<file path="src/rtl/c16_snd_pkg.sv">
// Shared constants for the c16 sound unit: register codes, CTRL bit, LFSR setup, index decode.
// Latency: n/a (constants and a pure function).
// Backpressure: n/a.
package c16_snd_pkg;

    // w_param register codes
    localparam logic [1:0] SND_P_PERIOD   = 2'd0;
    localparam logic [1:0] SND_P_VOLUME   = 2'd1;
    localparam logic [1:0] SND_P_DURATION = 2'd2;
    localparam logic [1:0] SND_P_CTRL     = 2'd3;

    // CTRL: this bit set starts/restarts a channel, clear stops it
    localparam int SND_CTRL_START_BIT = 0;

    // Noise generator: x^15 + x^14 + 1
    localparam int               SND_LFSR_W    = 15;
    localparam logic [14:0]      SND_LFSR_SEED = 15'h7FFF;

    // Upper w_index bits that must be zero for a write to be accepted
    localparam logic [10:0] SND_IDX_HI_MASK = 11'h7FC;

    function automatic logic [SND_LFSR_W-1:0] snd_lfsr_next(input logic [SND_LFSR_W-1:0] s);
        return {s[SND_LFSR_W-2:0], s[14] ^ s[13]};
    endfunction

endpackage

</file>
<file path="src/rtl/c16_snd_channel.sv">
// One tone channel: period/volume/duration regs, half-period counter, duration counter, optional LFSR.
// Latency: register writes visible the cycle after the write; level is combinational from state.
// Backpressure: none, every decoded write is applied immediately.
// Ports: clk, resetn; wr_* one-hot write strobes with w_val data; tick = duration time base;
//        active = channel playing; level = current 4-bit contribution to the mix.
module c16_snd_channel
    import c16_snd_pkg::*;
#(
    parameter bit IS_NOISE = 1'b0
) (
    input  logic        clk,
    input  logic        resetn,
    input  logic        wr_period,
    input  logic        wr_volume,
    input  logic        wr_duration,
    input  logic        wr_ctrl,
    input  logic [15:0] w_val,
    input  logic        tick,
    output logic        active,
    output logic [3:0]  level
);

    logic [15:0]           period;
    logic [3:0]            vol;
    logic [15:0]           duration;
    logic                  phase;
    logic [15:0]           pcnt;
    logic [15:0]           remaining;
    logic [SND_LFSR_W-1:0] lfsr;
    logic                  out_bit;

    always_ff @(posedge clk or negedge resetn) begin
        if (!resetn) begin
            period    <= '0;
            vol       <= '0;
            duration  <= '0;
            active    <= 1'b0;
            phase     <= 1'b0;
            pcnt      <= '0;
            remaining <= '0;
            lfsr      <= SND_LFSR_SEED;
        end else begin
            if (wr_period)   period   <= w_val;
            if (wr_volume)   vol      <= w_val[3:0];
            if (wr_duration) duration <= w_val;

            // A CTRL write takes priority over this cycle's counting, so a
            // restart landing on the expiry tick keeps the channel playing.
            if (wr_ctrl) begin
                if (w_val[SND_CTRL_START_BIT]) begin
                    active    <= 1'b1;
                    phase     <= 1'b1;
                    pcnt      <= period - 16'd1;
                    remaining <= duration;
                    lfsr      <= SND_LFSR_SEED;
                end else begin
                    active <= 1'b0;
                    phase  <= 1'b0;
                end
            end else if (active) begin
                // A period written mid-note is only picked up here, at reload.
                if (period != 16'd0) begin
                    if (pcnt == 16'd0) begin
                        pcnt <= period - 16'd1;
                        if (IS_NOISE) lfsr  <= snd_lfsr_next(lfsr);
                        else          phase <= ~phase;
                    end else begin
                        pcnt <= pcnt - 16'd1;
                    end
                end
                // remaining==0 means untimed; the last tick stops the note on this edge
                // (overrides any phase toggle above).
                if (tick && (remaining != 16'd0)) begin
                    remaining <= remaining - 16'd1;
                    if (remaining == 16'd1) begin
                        active <= 1'b0;
                        phase  <= 1'b0;
                    end
                end
            end
        end
    end

    assign out_bit = IS_NOISE ? lfsr[0] : phase;
    assign level   = (active && out_bit && (period != 16'd0)) ? vol : 4'd0;

endmodule

</file>
<file path="src/rtl/c16_snd.sv">
// Sound unit: decodes CPU writes into NUM_CH tone channels, mixes with saturation, drives 1-bit PWM.
// Latency: audio 1 clk after a channel level change; pwm_out 1 clk after audio.
// Backpressure: none; writes are accepted every cycle, invalid ones are dropped silently.
// Ports: clk, resetn (async, active-low); snd_wen/w_param/w_index/w_val write port;
//        audio = saturated mix, pwm_out = PWM of audio, ch_active = per-channel playing flags.
// Build option: define SND_NOISE_EN to make channel NUM_CH-1 an LFSR noise channel.
module c16_snd
    import c16_snd_pkg::*;
#(
    parameter int NUM_CH   = 4,
    parameter int TICK_DIV = 50000,
    parameter int OUT_W    = 8
) (
    input  logic              clk,
    input  logic              resetn,
    input  logic              snd_wen,
    input  logic [1:0]        w_param,
    input  logic [10:0]       w_index,
    input  logic [15:0]       w_val,
    output logic [OUT_W-1:0]  audio,
    output logic              pwm_out,
    output logic [NUM_CH-1:0] ch_active
);

    localparam int PW    = (TICK_DIV > 1) ? $clog2(TICK_DIV) : 1;
    localparam int SUM_W = 4 + $clog2(NUM_CH + 1);
    localparam int AMAX  = (1 << OUT_W) - 1;

    logic [PW-1:0]    presc;
    logic             tick;
    logic             wr_ok;
    logic [3:0]       ch_level [NUM_CH];
    logic [SUM_W-1:0] sum;
    logic [OUT_W-1:0] mix;
    logic [OUT_W-1:0] pwm_cnt;

    assign tick  = (presc == PW'(TICK_DIV - 1));
    assign wr_ok = snd_wen
                && ((w_index & SND_IDX_HI_MASK) == 11'd0)
                && ({30'd0, w_index[1:0]} < 32'(NUM_CH));

    for (genvar i = 0; i < NUM_CH; i++) begin : g_ch
`ifdef SND_NOISE_EN
        localparam bit NOISE = (i == NUM_CH - 1);
`else
        localparam bit NOISE = 1'b0;
`endif
        logic sel;
        assign sel = wr_ok && (w_index[1:0] == 2'(i));

        c16_snd_channel #(.IS_NOISE(NOISE)) u_ch (
            .clk         (clk),
            .resetn      (resetn),
            .wr_period   (sel && (w_param == SND_P_PERIOD)),
            .wr_volume   (sel && (w_param == SND_P_VOLUME)),
            .wr_duration (sel && (w_param == SND_P_DURATION)),
            .wr_ctrl     (sel && (w_param == SND_P_CTRL)),
            .w_val       (w_val),
            .tick        (tick),
            .active      (ch_active[i]),
            .level       (ch_level[i])
        );
    end

    // Sum is wide enough for NUM_CH*15 so the clamp sees the true total.
    always_comb begin
        sum = '0;
        for (int i = 0; i < NUM_CH; i++) begin
            sum = sum + SUM_W'(ch_level[i]);
        end
        if (32'(sum) > AMAX) mix = OUT_W'(AMAX);
        else                 mix = OUT_W'(sum);
    end

    always_ff @(posedge clk or negedge resetn) begin
        if (!resetn) begin
            presc   <= '0;
            audio   <= '0;
            pwm_cnt <= '0;
            pwm_out <= 1'b0;
        end else begin
            presc   <= tick ? '0 : presc + 1'b1;
            audio   <= mix;
            pwm_cnt <= pwm_cnt + 1'b1;
            pwm_out <= (pwm_cnt < audio);
        end
    end

endmodule
</file>
<file path="config.mk">
export PLATFORM = sky130hd
export DESIGN_NAME = c16_snd
export DESIGN_NICKNAME = d
export VERILOG_FILES = /design/src/rtl/c16_snd_pkg.sv /design/src/rtl/c16_snd_channel.sv /design/src/rtl/c16_snd.sv
export SDC_FILE = /design/constraint.sdc
export NUM_CORES = 1
export LEC_CHECK = 0
export ABC_CLOCK_PERIOD_IN_PS = 3600
export BUFFER_PORTS_ARGS = -buffer_cell sky130_fd_sc_hd__buf_2
export CORE_ASPECT_RATIO = 1.25
export CORE_UTILIZATION = 45
export CTS_CLUSTER_DIAMETER = 30
export DETAILED_ROUTE_END_ITERATION = 10
export GPL_ROUTABILITY_DRIVEN = 0
export PLACE_DENSITY = 0.67
export SLEW_MARGIN = 20
export SYNTH_ARGS = -nofsm -noshare
export SYNTH_HDL_FRONTEND = slang
export SYNTH_SLANG_ARGS = --single-unit
</file>
<file path="constraint.sdc">
create_clock -name clk -period 3.6 [get_ports clk]
set_input_delay 0.54 -clock clk [delete_from_list [all_inputs] [get_ports clk]]
set_output_delay 0.54 -clock clk [all_outputs]
set_load 0.02 [all_outputs]
</file>
==> run metrics, run 1 <==
Met3 Wirelength=2.32 mm; Clock Skew=42.7 ps; layout cells sized above 1=0.224; Worst-Margin Slew=908 ps; Die Y=220 µm; die width=176 µm; final hold violation count=0; Starting Density=0.458; Leak=9.73 nW; status=finished, violations left; DR vias=14500; delay-heaviest family, CP=simple AND/OR/NAND/NOR gates; Worst Path Buf+Inv=2; area of the core=37400 µm²; Syn Area/Cell=9.53 µm²; Worst-Skew Late Latency=590 ps; initial antenna violation count=1; worst-case vdd ir drop=0.000293 V; Mapped Cells=1795; Period minus WS final=3610 ps; most used cell, CP=or4_4; HP Class=in -> reg; PortBufs=42; critical path arrival=4100 ps; Ports=45; routed len/inst=18.8 µm; DRT iter0 DRCs=949; clk buf depth=3; top-area cell type share of the netlist area=0.455; Synth area leaders=dfrtp_1 46%, mux2_2 8.9%, a21oi_1 4.7%; #FFs+latches synth=311; DR DRC count=0; H-tree depth=3; CP Cell Sequence=or4_4 -> or4_4 -> or4_4 -> and3_4 -> and2_4 -> fa_1 -> ha_2 -> buf_4 -> buf_4 -> a21o_1 -> a21oi_2 -> xnor2_1; clock root buffer master=clkbuf_16; DRT Wirelength=46.4 mm; total number of yosys warnings=0; Synth area leader=dfrtp_1; area grow syn2layout=21.0%; vias in the first global route=14100; fin crit share=1.00; Synth async-reset ratio=1.00; Clock Pin Slew Worst Setup and Hold Paths=50 ps; Die Area=38800 µm²; crit-path max FO=2; Routed met2 length=22.4 mm; most common cell in the netlist=dfrtp_1; drt pass-1 iters=5; global route total overflow=0; Max Used Layer=met4; CP Capture Type=register; Hold Worst Slack=443 ps; placed inst area=18300 µm²; f_max=277 MHz; dpl cells=2332; Via density=5.88; largest net degree at the start of global routing=78; Worst Path Required=4090 ps; synth cell count leaders=311 x dfrtp_1, 159 x a21oi_1, 157 x nor2_1; final std cells w/o fill=2466; number of clock sinks=311; Max-cap violations=0; Setup WS post-layout=-11.1 ps; max-slew violations=0; final setup violation count=1; first-pass GRT wire length=74.9 mm; number of CTS-inserted buffers=69; CP Launch Type=register; ANT nets after route=0; final total negative setup slack=-11.1 ps; RSZ-0062 raised after global routing=yes; Nets=1995; design area=20700 µm²; crit-path max cell delay=540 ps; Mapped Area=17100 µm²; M1 WL=20.1 mm; Slew headroom=0.394; Critical-path top delay cell=or4_4; CTS tree=built; Synth Flop Type=dfrtp_1; register area share after synthesis=0.455; DP HPWL=31.2 mm; row count=79; violated checks=negative setup slack; Power Dens Cells=485 nW/µm²; Post-synth EDFFs=0; CP Class=reg -> reg; unique cell type count in the Yosys netlist=81; total track usage=0.246; worst slack at placement=-82.6 ps
[layout by cell type, fill, tap and decap left out, drive strengths merged, types with 13 or more instances in the layout]
| master | Yosys | layout |
|---|---|---|
| or3 | 20 | 20 |
| clkbuf | 38 | 86 |
| xor2 | 35 | 35 |
| mux2 | 137 | 137 |
| o21ai | 131 | 131 |
| nand2 | 152 | 152 |
| nand4 | 27 | 27 |
| or4 | 31 | 31 |
| inv | 58 | 74 |
| nor3 | 67 | 67 |
| xnor2 | 39 | 39 |
| and3 | 17 | 17 |
| nand2b | 15 | 15 |
| a31oi | 13 | 13 |
| nor2 | 166 | 166 |
| nor4 | 29 | 29 |
| clkinv | 0 | 18 |
| buf | 34 | 127 |
| ha | 32 | 32 |
| dfrtp | 311 | 311 |
| a21oi | 160 | 160 |
| nand3 | 93 | 93 |
[power breakdown]
part	switching (W)	leakage (nW)	total [W]	internal [W]
clock network	0.00215	1.16	0.00628	0.00413
logic	0.000182	4.49	0.000225	0.0000438
registers	0.00000852	4.08	0.00352	0.00351
[repair_timing]
| item | CTS | global route |
|---|---|---|
| setup buffers | 4 | 1 |
| endpoints found under the setup margin | 4 | 4 |
| hold buffers | 1 | 0 |
| endpoints found under the hold margin | 63 | 0 |
| gates resized for setup | 5 | 4 |
| pin swaps | 6 | 3 |
| cloned | 0 | 0 |
[registers in the layout, indices dropped and copies added (netlist names)]
| register | cells |
|---|---|
| pwm_out | 1 |
| g_ch.u_ch.remaining | 64 |
| pwm_cnt | 8 |
| g_ch.u_ch.period | 64 |
| presc | 16 |
| g_ch.u_ch.duration | 64 |
| g_ch.u_ch.active | 4 |
| g_ch.u_ch.vol | 16 |
| g_ch.u_ch.out_bit | 4 |
| g_ch.u_ch.pcnt | 64 |
| audio | 6 |
[final cells by class]
cell class | instances | area (µm²)
clock buffers | 86 | 1880
well taps | 486 | 608
clock inverters | 41 | 468
multi-input cells | 1355 | 8810
fillers | 3323 | 16700
inverters | 58 | 218
repair buffers | 128 | 918
flip-flops and latches | 311 | 7780
diodes | 1 | 2.50
[layer usage]
layer,track usage,vias up
met3,0.0431,101
met5,0,-
li1,-,6806
met4,0.103,0
met2,0.409,412
met1,0.315,7188
[worst reg2reg max path: cells and delay by family (launching register included)]
family | cells | cell delay (ps)
AOI/OAI and AO/OA | 2 | 320
xor gates and xnor gates | 1 | 130
adders and majority gates | 2 | 680
buffers and inverters | 2 | 240
DFF | 1 | 370
and+or+nand+nor | 5 | 1790
[final timing paths]
| path | to | slack (ps) | startpoint | cells after the start |
|---|---|---|---|---|
| min in group asynchronous | g_ch[1].u_ch.vol[0]$_DFFE_PN0P_ | 540 | resetn | 2 |
| worst max register to register | audio[4]$_DFF_PN0_ | -10 | g_ch[3].u_ch.period[10]$_DFFE_PN0P_ | 12 |
| worst max-delay path | audio[4]$_DFF_PN0_ | -10 | g_ch[3].u_ch.period[10]$_DFFE_PN0P_ | 12 |
| worst min register to register | g_ch[1].u_ch.remaining[15]$_DFFE_PN0P_ | 460 | g_ch[1].u_ch.duration[15]$_DFFE_PN0P_ | 1 |
| max in group asynchronous | g_ch[3].u_ch.pcnt[10]$_DFFE_PN0P_ | 2220 | resetn | 3 |
| worst min-delay path | g_ch[2].u_ch.period[1]$_DFFE_PN0P_ | 440 | w_val[1] | 3 |
[cell families after synthesis]
| group | after synthesis | share of synthesized area |
|---|---|---|
| other | 1 | 0.000219 |
| AND/OR/NAND/NOR | 692 | 0.207 |
| flip-flops | 311 | 0.455 |
| XOR/XNOR | 74 | 0.0379 |
| multiplexers | 145 | 0.0949 |
| adder cells (fa/ha/maj) | 40 | 0.0328 |
| buffers and inverters | 130 | 0.0332 |
| AO/OA/AOI/OAI | 402 | 0.139 |
[through the flow]
stage,utilization,power [W]
after CTS,0.553,0.0101
final,0.554,0.0100
after detailed placement,0.489,0.00380
after floorplan,-,0.00363
after global routing,0.554,0.0103
after global placement,0.489,0.00380
Note: power is estimated with default switching activity, not from simulation.
==> run 2: changes to the inputs <==
--- a/config.mk
+++ b/config.mk
@@ -7,12 +7,14 @@
 export LEC_CHECK = 0
 export ABC_CLOCK_PERIOD_IN_PS = 3600
 export BUFFER_PORTS_ARGS = -buffer_cell sky130_fd_sc_hd__buf_2
+export CELL_PAD_IN_SITES_DETAIL_PLACEMENT = 1
+export CELL_PAD_IN_SITES_GLOBAL_PLACEMENT = 2
 export CORE_ASPECT_RATIO = 1.25
-export CORE_UTILIZATION = 45
+export CORE_UTILIZATION = 37
 export CTS_CLUSTER_DIAMETER = 30
 export DETAILED_ROUTE_END_ITERATION = 10
 export GPL_ROUTABILITY_DRIVEN = 0
-export PLACE_DENSITY = 0.67
+export PLACE_DENSITY = 0.81
 export SLEW_MARGIN = 20
 export SYNTH_ARGS = -nofsm -noshare
 export SYNTH_HDL_FRONTEND = slang
==> run 2 against run 1 <==
The flow still finishes with violations (negative setup slack). Combinational power is 2% higher. Largest power group unchanged. Via count is 2.8% higher. Largest cell class unchanged. Sequential power hardly changed. Wire length is 22% higher. Final cell count is 6.1% higher. Count of clock-buffer cells in the layout is 25 higher. Power is 16% higher.
==> run metrics, run 2 (same netlist as run 1, synthesis figures left out) <==
Clock Pin Slew Worst Setup and Hold Paths=40 ps (about the same); CP Capture Type=register; f_max=274 MHz (-0.89%); layout cells sized above 1=0.247 (+0.0235); fin crit share=1.01 (+0.00898); initial antenna violation count=2 (+1); clock root buffer master=clkbuf_16; CP Class=reg -> reg; most used cell, CP=or4_4; placed inst area=18500 µm² (+1.5%); Die Y=242 µm (+10%); crit-path max FO=2 (unchanged); PortBufs=42 (unchanged); delay-heaviest family, CP=simple AND/OR/NAND/NOR gates; die width=194 µm (+10%); DR DRC count=0 (unchanged); Max-cap violations=0 (unchanged); Critical Path Stages=12 (unchanged); Nets=2042 (+2.4%); Worst-Margin Slew=999 ps (+90.7 ps); post-layout util=0.479 (-0.0749); HP Class=in -> async; worst-case vdd ir drop=0.000358 V (+22%); DRT Wirelength=56.5 mm (+22%); commonest cells after routing, fill and taps aside=311 x dfrtp_1, 158 x a21oi_1, 154 x nor2_1; routed len/inst=21.6 µm (+15%); drt pass-1 iters=5 (unchanged); most common cell after layout, fill and taps aside=dfrtp_1; CP Cell Sequence=or4_4 -> or4_4 -> or4_4 -> and3_4 -> and2_4 -> fa_1 -> ha_2 -> inv_2 -> fa_2 -> nor2b_1 -> o21ai_1 -> nand2b_1; Clock Skew=18.3 ps (-24.5 ps); first-pass GRT wire length=90.8 mm (+21%); r2r setup slk=-40 ps (-30 ps); final setup violation count=3 (+2); crit-path max cell delay=550 ps (about the same); vias in the first global route=16300 (+15%); M1 GR Usage=0.292 (-0.0226); area of the core=45400 µm² (+21%); number of clock sinks=311 (unchanged); RSZ-0062 raised after global routing=yes; ANT nets after route=0 (unchanged); final total negative setup slack=-95.8 ps (-84.7 ps); Setup WS post-layout=-43.5 ps (-32.3 ps); Filler Cell Count=5057 (+52%); Worst-Skew Late Latency=610 ps (+20 ps); violated checks=negative setup slack; reg2reg path depth=12 (unchanged); CTS tree=built; Power Dens Cells=534 nW/µm² (+10%); area grow syn2layout=27.1%; H-tree depth=3 (unchanged); Die Area=47100 µm² (+21%); number of CTS-inserted buffers=84 (+22%); design area=21700 µm² (+5.1%); global routing usage on met3=0.0393 (-0.00387); Period minus WS final=3640 ps (+32.3 ps); largest net degree at the start of global routing=106 (+36%); Via density=5.70 (-3.1%); Leak=10.2 nW (+5.0%); Slew headroom=0.334 (-0.0604); status=finished, violations left; Worst Path Required=4140 ps (+50 ps); clk buf depth=3 (unchanged); CP Launch Type=register; Hold Worst Slack=7.07 ps (-436 ps); max-slew violations=0 (unchanged); Starting Density=0.377 (-0.0809); Ports=45 (unchanged); row count=87 (+10%); Worst Path Buf+Inv=1 (-1); critical path arrival=4190 ps (+90 ps); total track usage=0.246 (about the same); total power=0.0116 W (+16%); global route total overflow=0 (unchanged); hold_buf cts=0 (-1); Critical-path top delay cell=fa_1; DR vias=14900 (+2.8%); gr busiest metal=met2; DP HPWL=37.5 mm (+20%); met2 usage=0.435 (+0.0265); DRT iter0 DRCs=661 (-30%); final hold violation count=0 (unchanged)
==> run 2: cell count changes in the layout (fill, tap and decap cells not counted), sizes merged <==
cell / delta
buf: +33
clkbuf: +25
clkinvlp: +1
bufinv: +6
inv: -12
dlygate4sd3: -1
clkinv: +7
==> run 2: power by group <==
group / internal (W) / switching (W)
Sequential: 0.00352 / 0.00000866
Clock: 0.00546 / 0.00238
Combinational: 0.0000441 / 0.000186
==> run 2: cell type report <==
class,count,area (µm²),share of cell area
diodes,1,2.50,0.000115
clock buffers,111,2400,0.110
clock inverters,43,596,0.0274
inverters,58,218,0.0100
multi-input cells,1355,8850,0.407
flip-flops and latches,311,7780,0.358
well taps,578,723,0.0333
repair buffers,160,1170,0.0538
==> run 2: routing by layer <==
layer / wire length (µm) / up-vias
li1: - / 6890
met1: 23600 / 7618
met2: 29100 / 296
met3: 1940 / 110
met4: 1800 / 0
met5: 0 / -
==> run 2: per-stage QoR <==
step	instances	worst slack, ps
2_1_floorplan	1796	9.62
3_3_place_gp	2445	-37.2
3_5_place_dp	2445	-148
4_1_cts	2617	-58.5
5_1_grt	2616	-184
6_report	2617	-43.5
==> run 2: final timing paths <==
path                                                          start                                  to
worst max-delay path            g_ch[3].u_ch.period[10]$_DFFE_PN0P_                  audio[5]$_DFF_PN0_
worst min-delay path                                         resetn    g_ch[2].u_ch.pcnt[6]$_DFFE_PN0P_
worst max register to register  g_ch[3].u_ch.period[10]$_DFFE_PN0P_                  audio[5]$_DFF_PN0_
worst min register to register                 pwm_cnt[7]$_DFF_PN0_                   pwm_out$_DFF_PN0_
max in group asynchronous                                    resetn    g_ch[3].u_ch.pcnt[4]$_DFFE_PN0P_
min in group clk                                           w_val[0]  g_ch[2].u_ch.period[0]$_DFFE_PN0P_
==> run 2: worst register-to-register path, cell delays in order, from the launching register on <==
cell	delay [ps]
dfrtp_1	370
or4_4	530
or4_4	430
or4_4	450
and3_4	220
and2_4	160
fa_1	550
ha_2	190
inv_2	50
fa_2	350
nor2b_1	120
o21ai_1	70
nand2b_1	70
==> run 2: repair_timing <==
| action | 4_1_cts | 5_1_grt |
|---|---|---|
| setup endpoints to repair | 4 | 6 |
| pin swaps | 9 | 7 |
| setup buffers | 18 | 1 |
| cloned | 0 | 0 |
| gates resized for setup | 12 | 8 |
==> run 3: changes to the inputs <==
--- a/config.mk
+++ b/config.mk
@@ -15,6 +15,7 @@
 export DETAILED_ROUTE_END_ITERATION = 10
 export GPL_ROUTABILITY_DRIVEN = 0
 export PLACE_DENSITY = 0.81
+export REMOVE_ABC_BUFFERS = 1
 export SLEW_MARGIN = 20
 export SYNTH_ARGS = -nofsm -noshare
 export SYNTH_HDL_FRONTEND = slang
==> run 3 against run 2 <==
The run ends with negative hold slack, negative setup slack left. Count of clock-buffer cells in the layout shrank 17. Design area is 0.86% higher. Register-to-register slack got worse by 150 ps. Non-clock buffer count increased by 26. Largest power group unchanged.
==> run metrics, run 3 (same netlist as run 1, synthesis figures left out) <==
Worst-Skew Late Latency=620 ps (about the same); Ports=45 (unchanged); DR DRC count=0 (unchanged); area of the core=45400 µm² (unchanged); M1 GR Usage=0.291 (-0.00158); ANT nets after route=0 (unchanged); Hold Worst Slack=-48.5 ps (-55.6 ps); CP Class=reg -> reg; first-pass GRT wire length=90.5 mm (-0.33%); total power=0.0116 W (-0.25%); r2r startpoint=g_ch[2].u_ch.period[0]$_DFFE_PN0P_; worst-case vdd ir drop=0.000349 V (-2.7%); gr busiest metal=met2; PortBufs=42 (unchanged); DRT iter0 DRCs=608 (-8.0%); Die Area=47100 µm² (unchanged); DRT Wirelength=56.1 mm (-0.61%); status=finished, violations left; f_max=264 MHz (-4.0%); crit-path max cell delay=570 ps (+20 ps); violated checks=negative hold slack, negative setup slack; Leak=10.3 nW (+0.88%); most common cell after layout, fill and taps aside=dfrtp_1; reg2reg path depth=14 (+2); Worst Path Buf+Inv=4 (+3); final std cells w/o fill=2641 (+0.92%); CP Cell Sequence=inv_2 -> ha_4 -> nor3b_4 -> nand4_1 -> buf_4 -> or3_4 -> and3_4 -> and2_4 -> fa_1 -> fa_1 -> ha_2 -> inv_2 -> fa_2 -> inv_2; HP Class=in -> async; Die Y=242 µm (unchanged); Setup WS post-layout=-194 ps (-151 ps); final total negative setup slack=-683 ps (-587 ps); Setup crit start=g_ch[2].u_ch.period[0]$_DFFE_PN0P_; Starting Density=0.377 (unchanged); largest net degree at the start of global routing=95 (-10%); Power Dens Cells=528 nW/µm² (-1.1%); initial antenna violation count=6 (+4); area grow syn2layout=28.2%; max-slew violations=0 (unchanged); CTS tree=built; drt pass-1 iters=5 (unchanged); met2 usage=0.436 (about the same); Worst Path Required=4100 ps (-40 ps); global routing usage on met3=0.0384 (-0.000835); fin crit share=1.05 (+0.0419); Clock Pin Slew Worst Setup and Hold Paths=50 ps (about the same); CP Capture Type=register; vias in the first global route=16100 (-1.2%); clock root buffer master=clkbuf_16; number of clock sinks=311 (unchanged); number of CTS-inserted buffers=83 (-1.2%); final hold violation count=17 (+17); CP Launch Type=register; critical path arrival=4290 ps (+100 ps); dpl cells=2464 (+0.78%); Via density=5.63 (-1.3%); final setup violation count=4 (+1); Slew headroom=0.410 (+0.0763); row count=87 (unchanged); crit-path max FO=2 (unchanged); Period minus WS final=3790 ps (+151 ps); clk buf depth=3 (unchanged); delay-heaviest family, CP=adder cells; total track usage=0.244 (-0.00151); Critical Path Stages=14 (+2); Critical-path top delay cell=fa_2; Nets=2067 (+1.2%); DP HPWL=36.7 mm (-2.1%); layout cells sized above 1=0.261 (+0.0139); post-layout util=0.483 (+0.00411); H-tree depth=3 (unchanged); routed len/inst=21.2 µm (-1.5%); commonest cells after routing, fill and taps aside=311 x dfrtp_1, 158 x a21oi_1, 155 x nor2_1; most used cell, CP=inv_2; Max-cap violations=0 (unchanged); Worst-Margin Slew=877 ps (-123 ps); DR vias=14900 (-0.37%); Clock Skew=29.0 ps (+10.7 ps); global route total overflow=0 (unchanged); die width=194 µm (unchanged); RSZ-0062 raised after global routing=yes
[run 3: path summary, 6_finish.rpt]
check	end	slack, ps
worst min register to register	g_ch[2].u_ch.duration[10]$_DFFE_PN0P_	480
worst max register to register	audio[2]$_DFF_PN0_	-190
worst min-delay path	g_ch[2].u_ch.pcnt[3]$_DFFE_PN0P_	-50
min in group clk	g_ch[0].u_ch.pcnt[13]$_DFFE_PN0P_	390
worst max-delay path	audio[2]$_DFF_PN0_	-190
max in group asynchronous	g_ch[0].u_ch.pcnt[3]$_DFFE_PN0P_	2730
[run 3: what timing repair did]
| item | in CTS | in global routing |
|---|---|---|
| hold buffers | 0 | 0 |
| pin swaps | 14 | 7 |
| gates resized for setup | 25 | 16 |
| setup buffers | 24 | 3 |
| endpoints found under the setup margin | 4 | 6 |
[run 3: where the power goes]
part / leakage [nW] / internal [W] / switching [W]
clock network: 1.44 / 0.00538 / 0.00243
registers: 4.08 / 0.00351 / 0.00000837
logic: 4.79 / 0.0000456 / 0.000187
[run 3: per-stage QoR]
step	cell area [µm²]	hold WS [ps]	worst slack, ps
2_1_floorplan	16800	244	-331
3_3_place_gp	18700	455	-246
3_5_place_dp	18700	463	-443
4_1_cts	21900	7.08	-112
5_1_grt	21900	31.6	-296
6_report	21900	-48.5	-194
[run 3: area by class of cell]
type	count	area [µm²]
diodes	3	7.51
flip-flops and latches	311	7780
repair buffers	186	1390
well taps	578	723
clock buffers	94	2220
clock inverters	56	721
multi-input cells	1355	8860
inverters	58	218
fillers	5016	23500
[run 3: metal layers]
layer	routed length [µm]	up-vias
met1	23700	7603
met4	1700	4
met2	29100	217
met3	1590	107
met5	22	-
li1	-	6928
